$ cat src/rtl/vtc_gen.sv
// Video timing generator: free-running H/V counters producing sync, DE and frame-start.
// Latency: all outputs registered, 1 cycle behind the internal counters.
// Backpressure: none; EN_I is sampled only at frame boundaries, so a frame always completes.
//
// Ports:
//   CLK_I, RST_I (async, active-high), EN_I (run request)
//   VS_O, HS_O, DE_O : C_PORT_NUM-wide copies of vsync / hsync / data enable
//   H_CNT_O, V_CNT_O : counter values that produced the current DE_O
//   FS_O             : one-cycle pulse on the first cycle of line 0
module vtc_gen #(
  parameter int C_PORT_NUM = 4,
  parameter int H_ACTIVE   = 480,
  parameter int H_FP       = 22,
  parameter int H_SYNC     = 11,
  parameter int H_BP       = 37,
  parameter int V_ACTIVE   = 1080,
  parameter int V_FP       = 4,
  parameter int V_SYNC     = 5,
  parameter int V_BP       = 36,
  parameter int HS_POL     = 1,
  parameter int VS_POL     = 1
) (
  input  logic                  CLK_I,
  input  logic                  RST_I,
  input  logic                  EN_I,
  output logic [C_PORT_NUM-1:0] VS_O,
  output logic [C_PORT_NUM-1:0] HS_O,
  output logic [C_PORT_NUM-1:0] DE_O,
  output logic [15:0]           H_CNT_O,
  output logic [15:0]           V_CNT_O,
  output logic                  FS_O
);

  localparam int H_TOTAL = H_ACTIVE + H_FP + H_SYNC + H_BP;
  localparam int V_TOTAL = V_ACTIVE + V_FP + V_SYNC + V_BP;

  localparam logic [15:0] H_LAST       = 16'(H_TOTAL - 1);
  localparam logic [15:0] V_LAST       = 16'(V_TOTAL - 1);
  localparam logic [15:0] H_ACT_END    = 16'(H_ACTIVE);
  localparam logic [15:0] V_ACT_END    = 16'(V_ACTIVE);
  localparam logic [15:0] H_SYNC_START = 16'(H_ACTIVE + H_FP);
  localparam logic [15:0] H_SYNC_END   = 16'(H_ACTIVE + H_FP + H_SYNC);
  localparam logic [15:0] V_SYNC_START = 16'(V_ACTIVE + V_FP);
  localparam logic [15:0] V_SYNC_END   = 16'(V_ACTIVE + V_FP + V_SYNC);

  localparam logic HS_ACT = (HS_POL != 0);
  localparam logic VS_ACT = (VS_POL != 0);

  typedef enum logic {IDLE, RUN} state_t;

  state_t      state;
  logic [15:0] hcnt;
  logic [15:0] vcnt;

  logic h_end, v_end;
  logic de_act, hs_act, vs_act;

  always_comb begin
    h_end  = (hcnt == H_LAST);
    v_end  = (vcnt == V_LAST);
    de_act = (hcnt < H_ACT_END) && (vcnt < V_ACT_END);
    hs_act = (hcnt >= H_SYNC_START) && (hcnt < H_SYNC_END);
    // Vertical sync spans whole lines, so its edges fall on hcnt=0.
    vs_act = (vcnt >= V_SYNC_START) && (vcnt < V_SYNC_END);
  end

  always_ff @(posedge CLK_I or posedge RST_I) begin
    if (RST_I) begin
      state   <= IDLE;
      hcnt    <= '0;
      vcnt    <= '0;
      DE_O    <= '0;
      HS_O    <= {C_PORT_NUM{~HS_ACT}};
      VS_O    <= {C_PORT_NUM{~VS_ACT}};
      FS_O    <= 1'b0;
      H_CNT_O <= '0;
      V_CNT_O <= '0;
    end else begin
      case (state)
        IDLE: begin
          hcnt    <= '0;
          vcnt    <= '0;
          DE_O    <= '0;
          HS_O    <= {C_PORT_NUM{~HS_ACT}};
          VS_O    <= {C_PORT_NUM{~VS_ACT}};
          FS_O    <= 1'b0;
          H_CNT_O <= '0;
          V_CNT_O <= '0;
          if (EN_I) state <= RUN;
        end
        RUN: begin
          // Outputs reflect the counters as they stand before this edge.
          DE_O    <= {C_PORT_NUM{de_act}};
          HS_O    <= {C_PORT_NUM{hs_act == HS_ACT}};
          VS_O    <= {C_PORT_NUM{vs_act == VS_ACT}};
          FS_O    <= (hcnt == '0) && (vcnt == '0);
          H_CNT_O <= hcnt;
          V_CNT_O <= vcnt;
          if (h_end) begin
            hcnt <= '0;
            if (v_end) begin
              vcnt <= '0;
              // Frame boundary: the only place EN_I can stop the generator.
              if (!EN_I) state <= IDLE;
            end else begin
              vcnt <= vcnt + 16'd1;
            end
          end else begin
            hcnt <= hcnt + 16'd1;
          end
        end
        default: state <= IDLE;
      endcase
    end
  end

endmodule

$ cat config.mk
export PLATFORM = sky130hd
export DESIGN_NAME = vtc_gen
export DESIGN_NICKNAME = d
export VERILOG_FILES = /design/src/rtl/vtc_gen.sv
export SDC_FILE = /design/constraint.sdc
export NUM_CORES = 1
export LEC_CHECK = 0
export ABC_AREA = 1
export BUFFER_PORTS_ARGS = -buffer_cell sky130_fd_sc_hd__buf_2
export CORE_UTILIZATION = 50
export DETAILED_ROUTE_END_ITERATION = 7
export PLACE_DENSITY = 0.79
export SYNTH_ARGS = -nofsm -noshare
export SYNTH_HDL_FRONTEND = slang
export SYNTH_SLANG_ARGS = --single-unit
$ cat constraint.sdc
create_clock -name CLK_I -period 2.4 [get_ports CLK_I]
set_input_delay 0.12 -clock CLK_I [delete_from_list [all_inputs] [get_ports CLK_I]]
set_output_delay 0.12 -clock CLK_I [all_outputs]
set_load 0.005 [all_outputs]
==> qor.csv, run 1 <==
stage;metric;value;unit
placed_design;routability cong.;0.9424;
layout;Nets;497;
grt;pin count of the biggest net entering global routing;35;
cts;H-tree level count;3;
grt;number of antenna violations at the first check in global routing;0;
detailed_routing;Via Count;2927;
detailed_routing;First-pass DRT Iterations;5;
cts;maximum buffer depth of the clock tree;2;
worst_setup_path;dominant cell type by count on the critical path;nand2_1;
floorplan;Site Rows;30;
status;result of the run;complete, no violations;
yosys;Post-Synthesis Net Count;453;
cts;CTS tree;done;
power;power density over cell area;532.6;mW/mm^2
layout;most common library cell in the layout ignoring fill and taps;nand2_1;
worst_setup_path;cell-by-cell listing of the critical path;inv_1 -> ha_1 -> nand2_1 -> nor2_1 -> nand2_1 -> nor2_1 -> nand2_1 -> nand2_1 -> nor2_1 -> nand2_1 -> nand2_1;
worst_setup_path;signal arrival time at the worst endpoint;2.03;ns
layout;Final Instance Count excl. Fillers;589;
yosys;distinct cell type count of the synthesized netlist;32;
layout;Antenna Diode Count;0;
placed_design;placed wire-length estimate after detailed placement;5.541;mm
run;max-capacitance violation count;0;
min_path;min-delay worst type;in2async;
yosys;share of Yosys cell area claimed by the top area cell type;0.4899;
placed_design;cell count after placement;571;
worst_setup_path;kind of cell adding the most delay to the critical path;simple AND/OR/NAND/NOR gates;
worst_setup_path;stage delay of the slowest cell on the critical path;0.42;ns
grt;combined global-route utilization of all metal layers;0.2283;
yosys;top cells by area in the synthesized netlist;dfrtp_1 49%, nand2_1 12%, inv_1 7.3%, nor2_1 5.4%, nand3_1 3.8%;
worst_setup_path;CP required;2.69;ns
timing;Sum Neg Setup Slack;0;ns
timing;highest clock frequency the design can meet;573.9;MHz
yosys;async set-or-reset flop fraction in the synthesized netlist;1.000;
placed_design;port bufs;47;
grt;global-route congestion overflow total;0;
detailed_routing;number of DRC markers after the initial detailed-route iteration;198;
timing;Clock Skews;0.01297;ns
yosys;area of the mapped netlist;0.003525;mm^2
worst_setup_path;crit end category;flop;
power;total power after layout;2.130;mW
worst_setup_path;crit start category;flop;
power;largest vdd supply drop;0.2946;mV
cts;Hold-fix buffers, CTS;2;
yosys;Avg Inst Size Synth;7.938;um^2
grt;global-route wire length before repair;12.88;mm
yosys;EDFF count, synth;0;
yosys;synth warn;0;
layout;layout cells sized above 1;0.1927;
timing;Tmin final;1.742;ns
cts;clk root buf;clkbuf_8;
timing;final hold violation count;0;
cts;number of sinks handled by clock tree synthesis;69;
layout;most used cells in the layout excluding fill and tap cells;113 x nand2_1, 69 x dfrtp_1, 68 x inv_1;
yosys;post-synthesis sequential element count;69;
layout;number of fill cells in the layout;606;
floorplan;standard cell core area;0.006794;mm^2
timing;setup violators final;0;
worst_setup_path;worst path buffer plus inverter count;1;
floorplan;Chip Height;85.96;um
cts;worst skew pair latency;0.36;ns
timing;period utilisation layout;0.7260;
yosys;dominant cell type by area after synthesis;dfrtp_1;
cts;clk slew on worst S/H paths;0.08;ns
timing;pins over their slew limit;0;
layout;area of the multi-input gates;0.001384;mm^2
layout;area added between synthesis and finish;13.49;%
yosys;Post-Syn Instances;444;
timing;final hold slack;0.2719;ns
floorplan;horizontal extent of the die;85.96;um
power;total leakage power;2.319;nW
floorplan;total die area;0.007389;mm^2
floorplan;I/O pin count;48;
timing;actual slew at the worst max-slew pin;0.3689;ns
layout;Storage cell area;0.001727;mm^2
worst_setup_path;crit path max fanout;5;
cts;clock buffer count from CTS;9;
grt;via count of the first global-routing pass;2713;
yosys;fraction of the yosys area taken by sequential cells;0.4899;
detailed_routing;Detailed Route WL;7.525;mm
worst_setup_path;slowest cell on the critical path;dfrtp_1;
timing;unrepaired setup endpoints after global routing;no;
detailed_routing;via count normalized by instance count;4.969;
timing;Max-slew headroom;0.7541;
detailed_routing;number of DRC violations after detailed routing;0;
layout;final core occ;0.5888;
yosys;Primary FF master, synth;dfrtp_1;
cts;CTS resizes;0;
worst_setup_path;Worst Path Class, Setup;reg2reg;
detailed_routing;post-route antenna net violation count;0;
detailed_routing;Avg WL per Cell;12.78;um
floorplan;Initial Utilization;0.5188;
cts;number of buffers added for setup after CTS;0;
-- routing by layer --
metal	share of wire	routed length (um)	vias up	global-route usage
li1	-	-	1444	-
met1	0.46	3455	1368	0.3074
met2	0.46	3449	97	0.3478
met3	0.052	393	18	0.04716
met4	0.030	226	0	0.1197
met5	0	0	-	0
-- cells in the mapped netlist (3+ instances only) --
library cell / instances
a21oi_1: 8
xor2_1: 7
buf_4: 9
o21ai_0: 6
inv_2: 3
nor2_1: 51
ha_1: 6
nand4_1: 7
nand2_2: 7
nor3_1: 14
inv_1: 69
nor2_2: 9
nand3b_1: 4
a31oi_1: 3
buf_2: 9
dfrtp_1: 69
nand3_1: 27
nand2_1: 113
o21ai_1: 5
-- path summary, 6_finish.rpt --
check                                     from               endpoint  slack, ns  cells past startpoint
hold reg to reg             hcnt[12]$_DFF_PP0_  H_CNT_O[12]$_DFF_PP0_       0.51                      2
setup reg to reg           vcnt[0]$_DFFE_PP0P_   vcnt[14]$_DFFE_PP0P_       0.66                     11
min in group CLK_I                        EN_I        state$_DFF_PP0_       0.51                      3
max in group asynchronous                RST_I    vcnt[4]$_DFFE_PP0P_       1.54                      4
hold / removal                           RST_I  H_CNT_O[14]$_DFF_PP0_       0.27                      3
setup / recovery           vcnt[0]$_DFFE_PP0P_   vcnt[14]$_DFFE_PP0P_       0.66                     11
-- layout make-up --
| type | instances | area share |
|---|---|---|
| Sequential cell | 69 | 0.4317 |
| Clock inverter | 4 | 0.01189 |
| Inverter | 73 | 0.06975 |
| Tap cell | 96 | 0.03003 |
| Multi-Input combinational cell | 282 | 0.3459 |
| Clock buffer | 12 | 0.03628 |
| Timing Repair Buffer | 53 | 0.07444 |
-- power by group --
group,internal (mW),switching (mW)
Sequential,1.16,0
Combinational,0.00801,0.0228
Clock,0.505,0.432
Total,1.68,0.455
-- flip-flops by register name (all words and copies together) (netlist names) --
name / count
HS_O: 1
VS_O: 1
H_CNT_O: 16
state: 1
vcnt: 16
hcnt: 16
DE_O: 1
FS_O: 1
V_CNT_O: 16
-- stage by stage --
step	cell area [um^2]	worst slack [ns]
3_3_place_gp	3787	0.7425
5_1_grt	4000	0.4570
4_1_cts	4000	0.6482
3_5_place_dp	3787	0.6810
6_report	4000	0.6576
2_1_floorplan	3525	0.5401
-- cell families (layout without fill, tap and decap cells) --
kind of cell | after synthesis | after routing | synth area share
buffers and inverters | 93 | 142 | 0.1175
AOI/OAI and AO/OA | 27 | 27 | 0.04367
adders and majority gates | 6 | 6 | 0.02130
DFF | 69 | 69 | 0.4899
xor gates and xnor gates | 7 | 7 | 0.01739
and+or+nand+nor | 242 | 242 | 0.3103
-- worst register-to-register path: cells and delay by family, from the launching register on --
kind / cells / cell delay [ns]
DFF: 1 / 0.42
and+or+nand+nor: 9 / 0.94
adders and majority gates: 1 / 0.22
buffers and inverters: 1 / 0.10
Power figures use the tool's default switching activity.
==> run 2: changes to the inputs <==
==> constraint.sdc (replaced) <==
create_clock -name CLK_I -period 1.8 [get_ports CLK_I]
set_input_delay 0.09 -clock CLK_I [delete_from_list [all_inputs] [get_ports CLK_I]]
set_output_delay 0.09 -clock CLK_I [all_outputs]
set_load 0.005 [all_outputs]
==> run 2 against run 1 <==
First-iteration DRC count increased by 49%. Final cell count up 0.17%. Final area up 0.56%. Utilization grew 0.33 points. Routed wire length is 1.0% lower. Clock-buffer cell count shrank 3. Combinational power up 30%. Global-route usage is 0.57 points lower. Register-to-register slack worse by 0.45 ns. Largest power group unchanged.
==> qor.csv, run 2 (synthesized netlist as in run 1, its figures left out) <==
stage;metric;value;unit;change
status;result of the run;complete, no violations;;
cts;maximum buffer depth of the clock tree;2;;unchanged
grt;number of antenna violations at the first check in global routing;0;;unchanged
cts;number of buffers added for setup after CTS;0;;unchanged
power;power density over cell area;698.4;mW/mm^2;+31%
placed_design;routability cong.;0.9115;;-3.3%
layout;layout cells sized above 1;0.2126;;+0.01985
worst_setup_path;slowest cell on the critical path;dfrtp_2;;
layout;area of all placed cells without fillers;0.004023;mm^2;+0.56%
worst_setup_path;worst reg-to-reg setup slack;0.21;ns;-0.45 ns
floorplan;standard cell core area;0.006794;mm^2;unchanged
floorplan;total die area;0.007389;mm^2;unchanged
worst_setup_path;kind of cell adding the most delay to the critical path;simple AND/OR/NAND/NOR gates;;
floorplan;Initial Utilization;0.5188;;unchanged
layout;number of fill cells in the layout;623;;+2.8%
timing;unrepaired setup endpoints after global routing;no;;
timing;Max-slew headroom;0.7669;;+0.01287
worst_setup_path;CP required;2.04;ns;-0.65 ns
placed_design;port bufs;47;;unchanged
worst_setup_path;endpoint of the most critical register-to-register path;vcnt[13]$_DFFE_PP0P_;;
run;max-capacitance violation count;0;;unchanged
timing;highest clock frequency the design can meet;629.8;MHz;+9.7%
layout;Antenna Diode Count;0;;unchanged
power;total power after layout;2.809;mW;+32%
min_path;min-delay worst type;in2async;;
timing;Clock Skews;0.007886;ns;-0.005081 ns
cts;clk slew on worst S/H paths;0.07;ns;about the same
worst_setup_path;signal arrival time at the worst endpoint;1.83;ns;-0.20 ns
detailed_routing;post-route antenna net violation count;0;;unchanged
worst_setup_path;worst setup path end;vcnt[13]$_DFFE_PP0P_;;
cts;worst skew pair latency;0.34;ns;-0.02 ns
grt;global-route congestion overflow total;0;;unchanged
worst_setup_path;dominant cell type by count on the critical path;nand2_1;;
floorplan;horizontal extent of the die;85.96;um;unchanged
detailed_routing;top metal layer carrying routed signals;met4;;
worst_setup_path;crit start category;flop;;
layout;area added between synthesis and finish;14.13;%;
layout;Nets;498;;+0.20%
cts;H-tree level count;3;;unchanged
floorplan;I/O pin count;48;;unchanged
cts;clock buffer count from CTS;9;;unchanged
worst_setup_path;critical path launch point;vcnt[0]$_DFFE_PP0P_;;
detailed_routing;number of DRC markers after the initial detailed-route iteration;296;;+49%
layout;most common library cell in the layout ignoring fill and taps;nand2_1;;
layout;Storage cell area;0.001728;mm^2;about the same
floorplan;Chip Height;85.96;um;unchanged
grt;combined global-route utilization of all metal layers;0.2225;;-0.005748
grt;pin count of the biggest net entering global routing;70;;+100%
grt;global-route wire length before repair;12.57;mm;-2.4%
worst_setup_path;crit path max fanout;5;;unchanged
detailed_routing;sum of met2 wire segment lengths after detailed routing;3.325;mm;-3.6%
worst_setup_path;worst path buffer plus inverter count;1;;unchanged
placed_design;placed wire-length estimate after detailed placement;5.375;mm;-3.0%
timing;Tmin final;1.588;ns;-0.1546 ns
timing;final hold slack;0.3961;ns;+0.1242 ns
detailed_routing;number of DRC violations after detailed routing;0;;unchanged
timing;final hold violation count;0;;unchanged
timing;pins over their slew limit;0;;unchanged
timing;Sum Neg Setup Slack;0;ns;unchanged
placed_design;post-place setup slack;0.01029;ns;-0.6707 ns
power;largest vdd supply drop;0.3840;mV;+30%
cts;CTS tree;done;;
worst_setup_path;logic depth of the worst path, buffers included;11;;unchanged
timing;actual slew at the worst max-slew pin;0.3469;ns;-0.02198 ns
detailed_routing;wire length on met3;458;um;+17%
detailed_routing;via count normalized by instance count;4.912;;-1.2%
detailed_routing;Via Count;2898;;-0.99%
timing;worst-case setup margin in the final layout;0.2122;ns;-0.4454 ns
worst_setup_path;stage delay of the slowest cell on the critical path;0.45;ns;+0.03 ns
layout;most used cells in the layout excluding fill and tap cells;112 x nand2_1, 68 x dfrtp_1, 67 x inv_1;;
detailed_routing;Post-Route M1 WL;3.526;mm;+2.1%
worst_setup_path;beginning of the worst register-to-register path;vcnt[0]$_DFFE_PP0P_;;
worst_setup_path;Worst Path Class, Setup;reg2reg;;
cts;number of sinks handled by clock tree synthesis;69;;unchanged
power;total leakage power;2.319;nW;about the same
grt;via count of the first global-routing pass;2619;;-3.5%
timing;period utilisation layout;0.8821;;+0.1561
layout;area of the multi-input gates;0.001396;mm^2;+0.90%
placed_design;placed instance area;0.003799;mm^2;+0.30%
detailed_routing;Detailed Route WL;7.446;mm;-1.0%
worst_setup_path;cell-by-cell listing of the critical path;inv_2 -> ha_2 -> nand2_1 -> nor2_2 -> nand2_1 -> nor2_1 -> nand2_2 -> nand2_1 -> nor2_2 -> nand2_1 -> nand2_1;;
detailed_routing;Avg WL per Cell;12.62;um;-1.2%
worst_setup_path;reg2reg path depth;11;;unchanged
cts;clk root buf;clkbuf_8;;
floorplan;Site Rows;30;;unchanged
detailed_routing;First-pass DRT Iterations;5;;unchanged
timing;setup violators final;0;;unchanged
worst_setup_path;crit end category;flop;;
[run 2: changes by cell type in the layout (fill, tap and decap cells not counted), moves of 2 or more]
cell	delta
clkinv_2	+2
nor2_1	-3
clkbuf_1	-2
nor2_2	+3
[run 2: worst reg2reg max path: stages (launching register included)]
cell and delay, ns:
dfrtp_2 0.45, inv_2 0.09, ha_2 0.19, nand2_1 0.07
nor2_2 0.11, nand2_1 0.06, nor2_1 0.11, nand2_2 0.11
nand2_1 0.12, nor2_2 0.07, nand2_1 0.07, nand2_1 0.05
[run 2: timing repair]
item / 4_1_cts / 5_1_grt
resized for setup: 1 / 6
hold buffers: 2 / 0
hold endpoints to repair: 70 / 0
pin swaps: 0 / 0
setup endpoints to repair: 1 / 5
[run 2: layer usage]
layer  vias up  track usage
met3        13      0.04042
met1      1335       0.3256
li1       1444            -
met4         0       0.1121
met5         -            0
met2       106       0.3160
[run 2: area by class of cell]
| cell class | count | area share |
|---|---|---|
| clock buffer | 9 | 0.03079 |
| clock inverter | 7 | 0.01649 |
| inverter | 73 | 0.07030 |
| multi-input combinational | 282 | 0.3471 |
| sequential | 69 | 0.4295 |
| tap | 96 | 0.02986 |
| timing repair buffer | 54 | 0.07589 |
[run 2: power by group]
part           total (mW)  leakage [nW]  switching [mW]  internal [mW]
combinational      0.0401          1.29          0.0304        0.00970
sequential           1.55         0.928               0           1.55
clock                1.22        0.0987           0.589          0.631
[run 2: through the flow]
step           utilization  cells
3_3_place_gp        0.5591    572
4_1_cts             0.5904    590
6_report            0.5921    590
2_1_floorplan            -    444
5_1_grt             0.5921    590
3_5_place_dp        0.5591    572
[run 2: how the worst min path moves through the flow]
stage	end	slack, ns	depth (start not counted)	start
floorplan	state$_DFF_PP0_	0.20	1	EN_I
detailed placement	H_CNT_O[12]$_DFF_PP0_	0.22	3	RST_I
global route	hcnt[12]$_DFF_PP0_	0.43	4	RST_I
finish	hcnt[12]$_DFF_PP0_	0.40	4	RST_I
CTS	hcnt[12]$_DFF_PP0_	0.39	4	RST_I
global placement	H_CNT_O[10]$_DFF_PP0_	0.21	3	RST_I
